<file path="src/rtl/spi_master.sv">
// ----------------------------------------------------------------------------
// spi_master
//   Host-side SPI master for the RAM-bridge SPI slave. One command per
//   valid/ready handshake is sent MSB first on MOSI as a 10-bit frame
//   {op[1:0], data[7:0]}, preceded by a lead bit equal to op[1].
//   Read-data frames (op = 2'b11) then wait RD_LATENCY turnaround cycles and
//   capture an 8-bit reply from MISO, presented on rd_data with a one-cycle
//   rd_valid pulse. The slave shares clk, so no SCLK is generated.
//
//   Optional build macro: SPI_MASTER_SEQ_CHECK_EN
//     When defined, the master tracks the last accepted op and pulses
//     seq_err one cycle after acceptance of an out-of-order command.
//     When undefined, seq_err is tied low.
// ----------------------------------------------------------------------------
module spi_master #(
    parameter int unsigned RD_LATENCY = 2,  // turnaround cycles, 1..15
    parameter int unsigned GAP_CYCLES = 1   // minimum SS_n-high cycles, 1..15
) (
    input  logic       clk,
    input  logic       rst,
    input  logic       cmd_valid,
    output logic       cmd_ready,
    input  logic [1:0] cmd_op,
    input  logic [7:0] cmd_data,
    output logic       SS_n,
    output logic       MOSI,
    input  logic       MISO,
    output logic [7:0] rd_data,
    output logic       rd_valid,
    output logic       seq_err
);

    typedef enum logic [2:0] {
        ST_IDLE,
        ST_START,
        ST_SHIFT,
        ST_TURN,
        ST_RECV,
        ST_GAP
    } state_e;

    localparam logic [1:0] OP_RD_DATA = 2'b11;
    localparam logic [3:0] SHIFT_LAST = 4'd9;
    localparam logic [3:0] RECV_LAST  = 4'd7;
    localparam logic [3:0] TURN_LAST  = 4'(RD_LATENCY - 1);
    localparam logic [3:0] GAP_LAST   = 4'(GAP_CYCLES - 1);

    state_e     state_q;
    logic [3:0] cnt_q;        // shared bit / turnaround / gap counter
    logic [9:0] tx_q;         // outgoing word, shifted left as bits leave
    logic       rd_frame_q;   // current frame is a read-data frame
    logic [7:0] rx_q;         // incoming reply, MISO enters at the LSB
    logic       ss_n_q;
    logic       mosi_q;
    logic [7:0] rd_data_q;
    logic       rd_valid_q;

    logic       accept;

    assign cmd_ready = (state_q == ST_IDLE);
    assign accept    = cmd_ready && cmd_valid;

    assign SS_n     = ss_n_q;
    assign MOSI     = mosi_q;
    assign rd_data  = rd_data_q;
    assign rd_valid = rd_valid_q;

    // Frame sequencer: walks one command through lead bit, shift, optional
    // turnaround/receive, then the inter-frame gap; all pin outputs registered.
    always_ff @(posedge clk or posedge rst) begin
        if (rst) begin
            // NOTE: sequential state is assigned with <= so every register
            // samples pre-edge values, independent of statement order.
            state_q    <= ST_GAP;
            cnt_q      <= '0;
            tx_q       <= '0;
            rd_frame_q <= 1'b0;
            rx_q       <= '0;
            ss_n_q     <= 1'b1;
            mosi_q     <= 1'b0;
            rd_data_q  <= '0;
            rd_valid_q <= 1'b0;
        end else begin
            rd_valid_q <= 1'b0;
            case (state_q)
                ST_IDLE: begin
                    if (cmd_valid) begin
                        tx_q       <= {cmd_op, cmd_data};
                        rd_frame_q <= (cmd_op == OP_RD_DATA);
                        ss_n_q     <= 1'b0;
                        mosi_q     <= cmd_op[1];
                        cnt_q      <= '0;
                        state_q    <= ST_START;
                    end
                end

                ST_START: begin
                    mosi_q  <= tx_q[9];
                    tx_q    <= {tx_q[8:0], 1'b0};
                    cnt_q   <= '0;
                    state_q <= ST_SHIFT;
                end

                ST_SHIFT: begin
                    if (cnt_q == SHIFT_LAST) begin
                        mosi_q <= 1'b0;
                        cnt_q  <= '0;
                        if (rd_frame_q) begin
                            state_q <= ST_TURN;
                        end else begin
                            ss_n_q  <= 1'b1;
                            state_q <= ST_GAP;
                        end
                    end else begin
                        mosi_q <= tx_q[9];
                        tx_q   <= {tx_q[8:0], 1'b0};
                        cnt_q  <= cnt_q + 4'd1;
                    end
                end

                ST_TURN: begin
                    if (cnt_q == TURN_LAST) begin
                        cnt_q   <= '0;
                        state_q <= ST_RECV;
                    end else begin
                        cnt_q <= cnt_q + 4'd1;
                    end
                end

                ST_RECV: begin
                    rx_q <= {rx_q[6:0], MISO};
                    if (cnt_q == RECV_LAST) begin
                        rd_data_q  <= {rx_q[6:0], MISO};
                        rd_valid_q <= 1'b1;
                        ss_n_q     <= 1'b1;
                        cnt_q      <= '0;
                        state_q    <= ST_GAP;
                    end else begin
                        cnt_q <= cnt_q + 4'd1;
                    end
                end

                ST_GAP: begin
                    if (cnt_q == GAP_LAST) begin
                        cnt_q   <= '0;
                        state_q <= ST_IDLE;
                    end else begin
                        cnt_q <= cnt_q + 4'd1;
                    end
                end

                default: begin
                    ss_n_q  <= 1'b1;
                    mosi_q  <= 1'b0;
                    cnt_q   <= '0;
                    state_q <= ST_GAP;
                end
            endcase
        end
    end

`ifdef SPI_MASTER_SEQ_CHECK_EN
    logic [1:0] last_op_q;
    logic       have_last_q;
    logic       seq_err_q;
    logic       seq_err_d;

    // Legality of the op being offered against the last accepted op.
    always_comb begin
        // NOTE: default first so every path assigns the signal and no latch
        // is inferred.
        seq_err_d = 1'b0;
        if (cmd_op == 2'b01) begin
            seq_err_d = !(have_last_q && !last_op_q[1]);
        end else if (cmd_op == OP_RD_DATA) begin
            seq_err_d = !(have_last_q && (last_op_q == 2'b10));
        end
    end

    // Op history and one-cycle error pulse, updated only on acceptance.
    always_ff @(posedge clk or posedge rst) begin
        if (rst) begin
            last_op_q   <= '0;
            have_last_q <= 1'b0;
            seq_err_q   <= 1'b0;
        end else begin
            seq_err_q <= 1'b0;
            if (accept) begin
                seq_err_q   <= seq_err_d;
                last_op_q   <= cmd_op;
                have_last_q <= 1'b1;
            end
        end
    end

    assign seq_err = seq_err_q;
`else
    assign seq_err = 1'b0;
`endif

endmodule
</file>
<file path="config.mk">
export PLATFORM = sky130hd
export DESIGN_NAME = spi_master
export DESIGN_NICKNAME = d
export VERILOG_FILES = /design/src/rtl/spi_master.sv
export SDC_FILE = /design/constraint.sdc
export NUM_CORES = 1
export LEC_CHECK = 0
export BUFFER_PORTS_ARGS = -buffer_cell sky130_fd_sc_hd__buf_2
export CAP_MARGIN = 20
export CORE_MARGIN = 5
export CORE_UTILIZATION = 56
export DETAILED_ROUTE_END_ITERATION = 6
export PLACE_DENSITY = 0.91
export SLEW_MARGIN = 30
export SYNTH_ARGS = -nofsm -noshare
export SYNTH_HDL_FRONTEND = slang
export SYNTH_SLANG_ARGS = --single-unit
</file>
<file path="constraint.sdc">
create_clock -name clk -period 2.2 [get_ports clk]
set_input_delay 0.33 -clock clk [delete_from_list [all_inputs] [get_ports clk]]
set_output_delay 0.33 -clock clk [all_outputs]
set_load 0.05 [all_outputs]
</file>
==> impl_metrics.yaml <==
worst_setup_path:
  worst_setup_path_end_kind: "primary output"
  worstSetupPathType: "reg -> out"
  arrival_ns: 1.62
  crit_start: "state_q[1]$_DFFE_PP0P_"
  critPathLaunchType: "register"
  r2r_slack_ns: 0.38
  critPathRequiredTime_ns: 1.87
  slowest_stage: "dfrtp_1"
  critPathMaxStageDelay_ns: 0.59
  reg2reg_from: "state_q[0]$_DFFE_PP1P_"
  cp_cell_sequence: "nor3_2, buf_2"
  path_max_fanout: 15
die:
  die_area_mm2: 0.00446
  core_area_mm2: 0.00308
  fp.dieH_um: 66.8
  dieWidth_um: 66.8
  rows: 20
  ios: 27
  initial_core_util_pct: 58.7
timing:
  hold_viol: 0
  worst_slew_pin_slew_ns: 0.546
  period_share_pct: 88.5
  rsz0062_at_grt: "no"
  period_minus_slack_ns: 1.95
  hold-worst-slack_ns: 0.0661
  setup_viol: 0
  clock_skew_ns: 0.00817
  slew_headroom_pct: 63.6
  fin_tns_setup_ns: 0
  maxSlewViolCount: 0
  fmax_ghz: 0.513
drt:
  drtIter0Drc: 102
  drc_errors: 0
  ant_nets: 0
  vias: 1304
  drtPass1Iterations: 4
  avgRoutedWirePerCell_um: 14.0
  via_per_inst: 5.62
  drt-total-wl_um: 3250
cts:
  cts_buffers: 5
  clock-root-buffer: "clkbuf_4"
  clk_latency_ns: 0.34
  tritoncts: "built"
  cts.sinks: 36
  htreeDepth: 2
  clockBufferDepth: 2
  post_cts_buffers: 0
  ctsHoldBuffers: 0
  clk_pin_slew_ns: 0.11
  cts_resized: 0
final_layout:
  area_delta_synth_final_pct: 12.5
  fin_util_pct: 66.0
  drive_above_1_share_pct: 33.5
  nets: 205
  stdcell_area_mm2: 0.00203
  antenna_cells: 0
synthesis:
  synth_most_common_cell: "dfrtp_1"
  synth_area_leaders: "dfrtp_1 46%, mux2_2 10%, mux2i_1 5.0%, dfstp_2 4.4%, o21ai_1 3.3%"
  ys_types: 41
  syn_inst: 161
  synth-main-ff-cell: "dfrtp_1"
  ys.warnings.count: 0
  syn_area_per_cell_um2: 11.2
  synth_top_area_share_pct: 45.7
  synthArstFlopShare_pct: 100
  syn-num-nets: 179
  yosysSeqAreaShare_pct: 50.1
  ys_seq_elements: 36
  ys_top_cells_by_count: "33 x dfrtp_1, 16 x mux2_2, 15 x nand2_1"
  synth-edff-count: 0
  synth_area_mm2: 0.00181
  synth_top_cell_by_area: "dfrtp_1"
placement:
  place_area_mm2: 0.00196
  hpwlAfterDp_um: 2390
  place_congestion: 0.899
  portBuffers: 25
job:
  cap_violations: 0
pwr:
  powerDensity_mw_per_mm2: 1410
  leakage_nw: 0.952
  power.total_mw: 2.86
  ir_worst_vdd_uv: 571
status:
  status: "complete, no violations"
global_route:
  grt_max_degree: 37
  grtUsageTotal_pct: 16.4
  grt_pass1_wl_um: 5550
  antenna_found_initial: 0
  first_global_vias: 1352
  grt_overflow_total: 0
hold_path:
  min_path_type: "in -> async"
critical path: cells and delay by family, from the launching register on:
family | cells | cell delay, ns
buf+inv | 1 | 0.33
simple gates | 1 | 0.36
flops | 1 | 0.59
placed cells by master, fill, tap and decap left out, types with 2 or more instances in the layout:
master,netlist,final
dfrtp_1,33,33
buf_2,4,25
mux2_2,16,16
nand2_1,15,15
o21ai_1,12,12
mux2i_1,9,9
nor2_1,9,9
inv_1,8,8
o21ai_0,6,6
clkbuf_4,0,5
a21oi_1,4,4
ha_1,4,4
dfstp_2,3,3
nand3_1,3,3
nor2_8,2,2
nor2b_1,2,2
o31ai_1,2,2
a22oi_1,2,2
logic make-up (layout without fill, tap and decap cells):
logic type	after synthesis	count (layout)	synth area share (%)
and+or+nand+nor	40	40	12.7
AOI/OAI and AO/OA	38	38	13.9
DFF	36	36	50.1
muxes	25	25	15.0
buffers and inverters	15	42	4.02
adders and majority gates	4	4	2.77
xor gates and xnor gates	2	2	1.39
other	1	1	0.208
report_power, final:
part           internal [mW]  switching [mW]
logic                  0.523           0.705
clock network          0.238           0.214
registers              0.915           0.263
area by class of cell:
cell class                 instances  area, um^2
fill                             249        1050
multi-input combinational        110         833
inverter                           8        30.0
clock inverter                     2        35.0
sequential                        36         905
timing repair buffer              26         133
tap                               44        55.1
clock buffer                       6        41.3
registers in the layout, indices dropped and copies added, names as in the netlist:
| name | flops |
|---|---|
| cnt_q | 4 |
| rd_frame_q | 1 |
| rd_valid | 1 |
| rx_q | 7 |
| tx_q | 10 |
| rd_data | 8 |
| MOSI | 1 |
| state_q | 3 |
| SS_n | 1 |
metrics by stage:
step | worst slack, ns | cells
detailed placement | 0.423 | 224
global placement | 0.512 | 224
global route | 0.176 | 232
finish | 0.253 | 232
floorplan | 0.385 | 161
CTS | 0.240 | 232
routing by layer:
metal  track usage, %  up-vias  part of all wire, %
li1                 -      627                    -
met1             18.4      619                   41
met2             28.7       47                   50
met3             4.38       11                  6.2
met4             7.87        0                  2.5
met5                0        -                    0
worst paths after layout:
check                      depth (start not counted)                      to
max in group asynchronous                          3        SS_n$_DFFE_PP1P_
hold reg to reg                                    2     tx_q[8]$_DFFE_PP0P_
min in group clk                                   2        SS_n$_DFFE_PP1P_
setup / recovery                                   2               cmd_ready
hold / removal                                     3  rd_data[7]$_DFFE_PP0P_
setup reg to reg                                   5    cnt_q[3]$_DFFE_PP0P_
(Power assumes the default switching activity.)
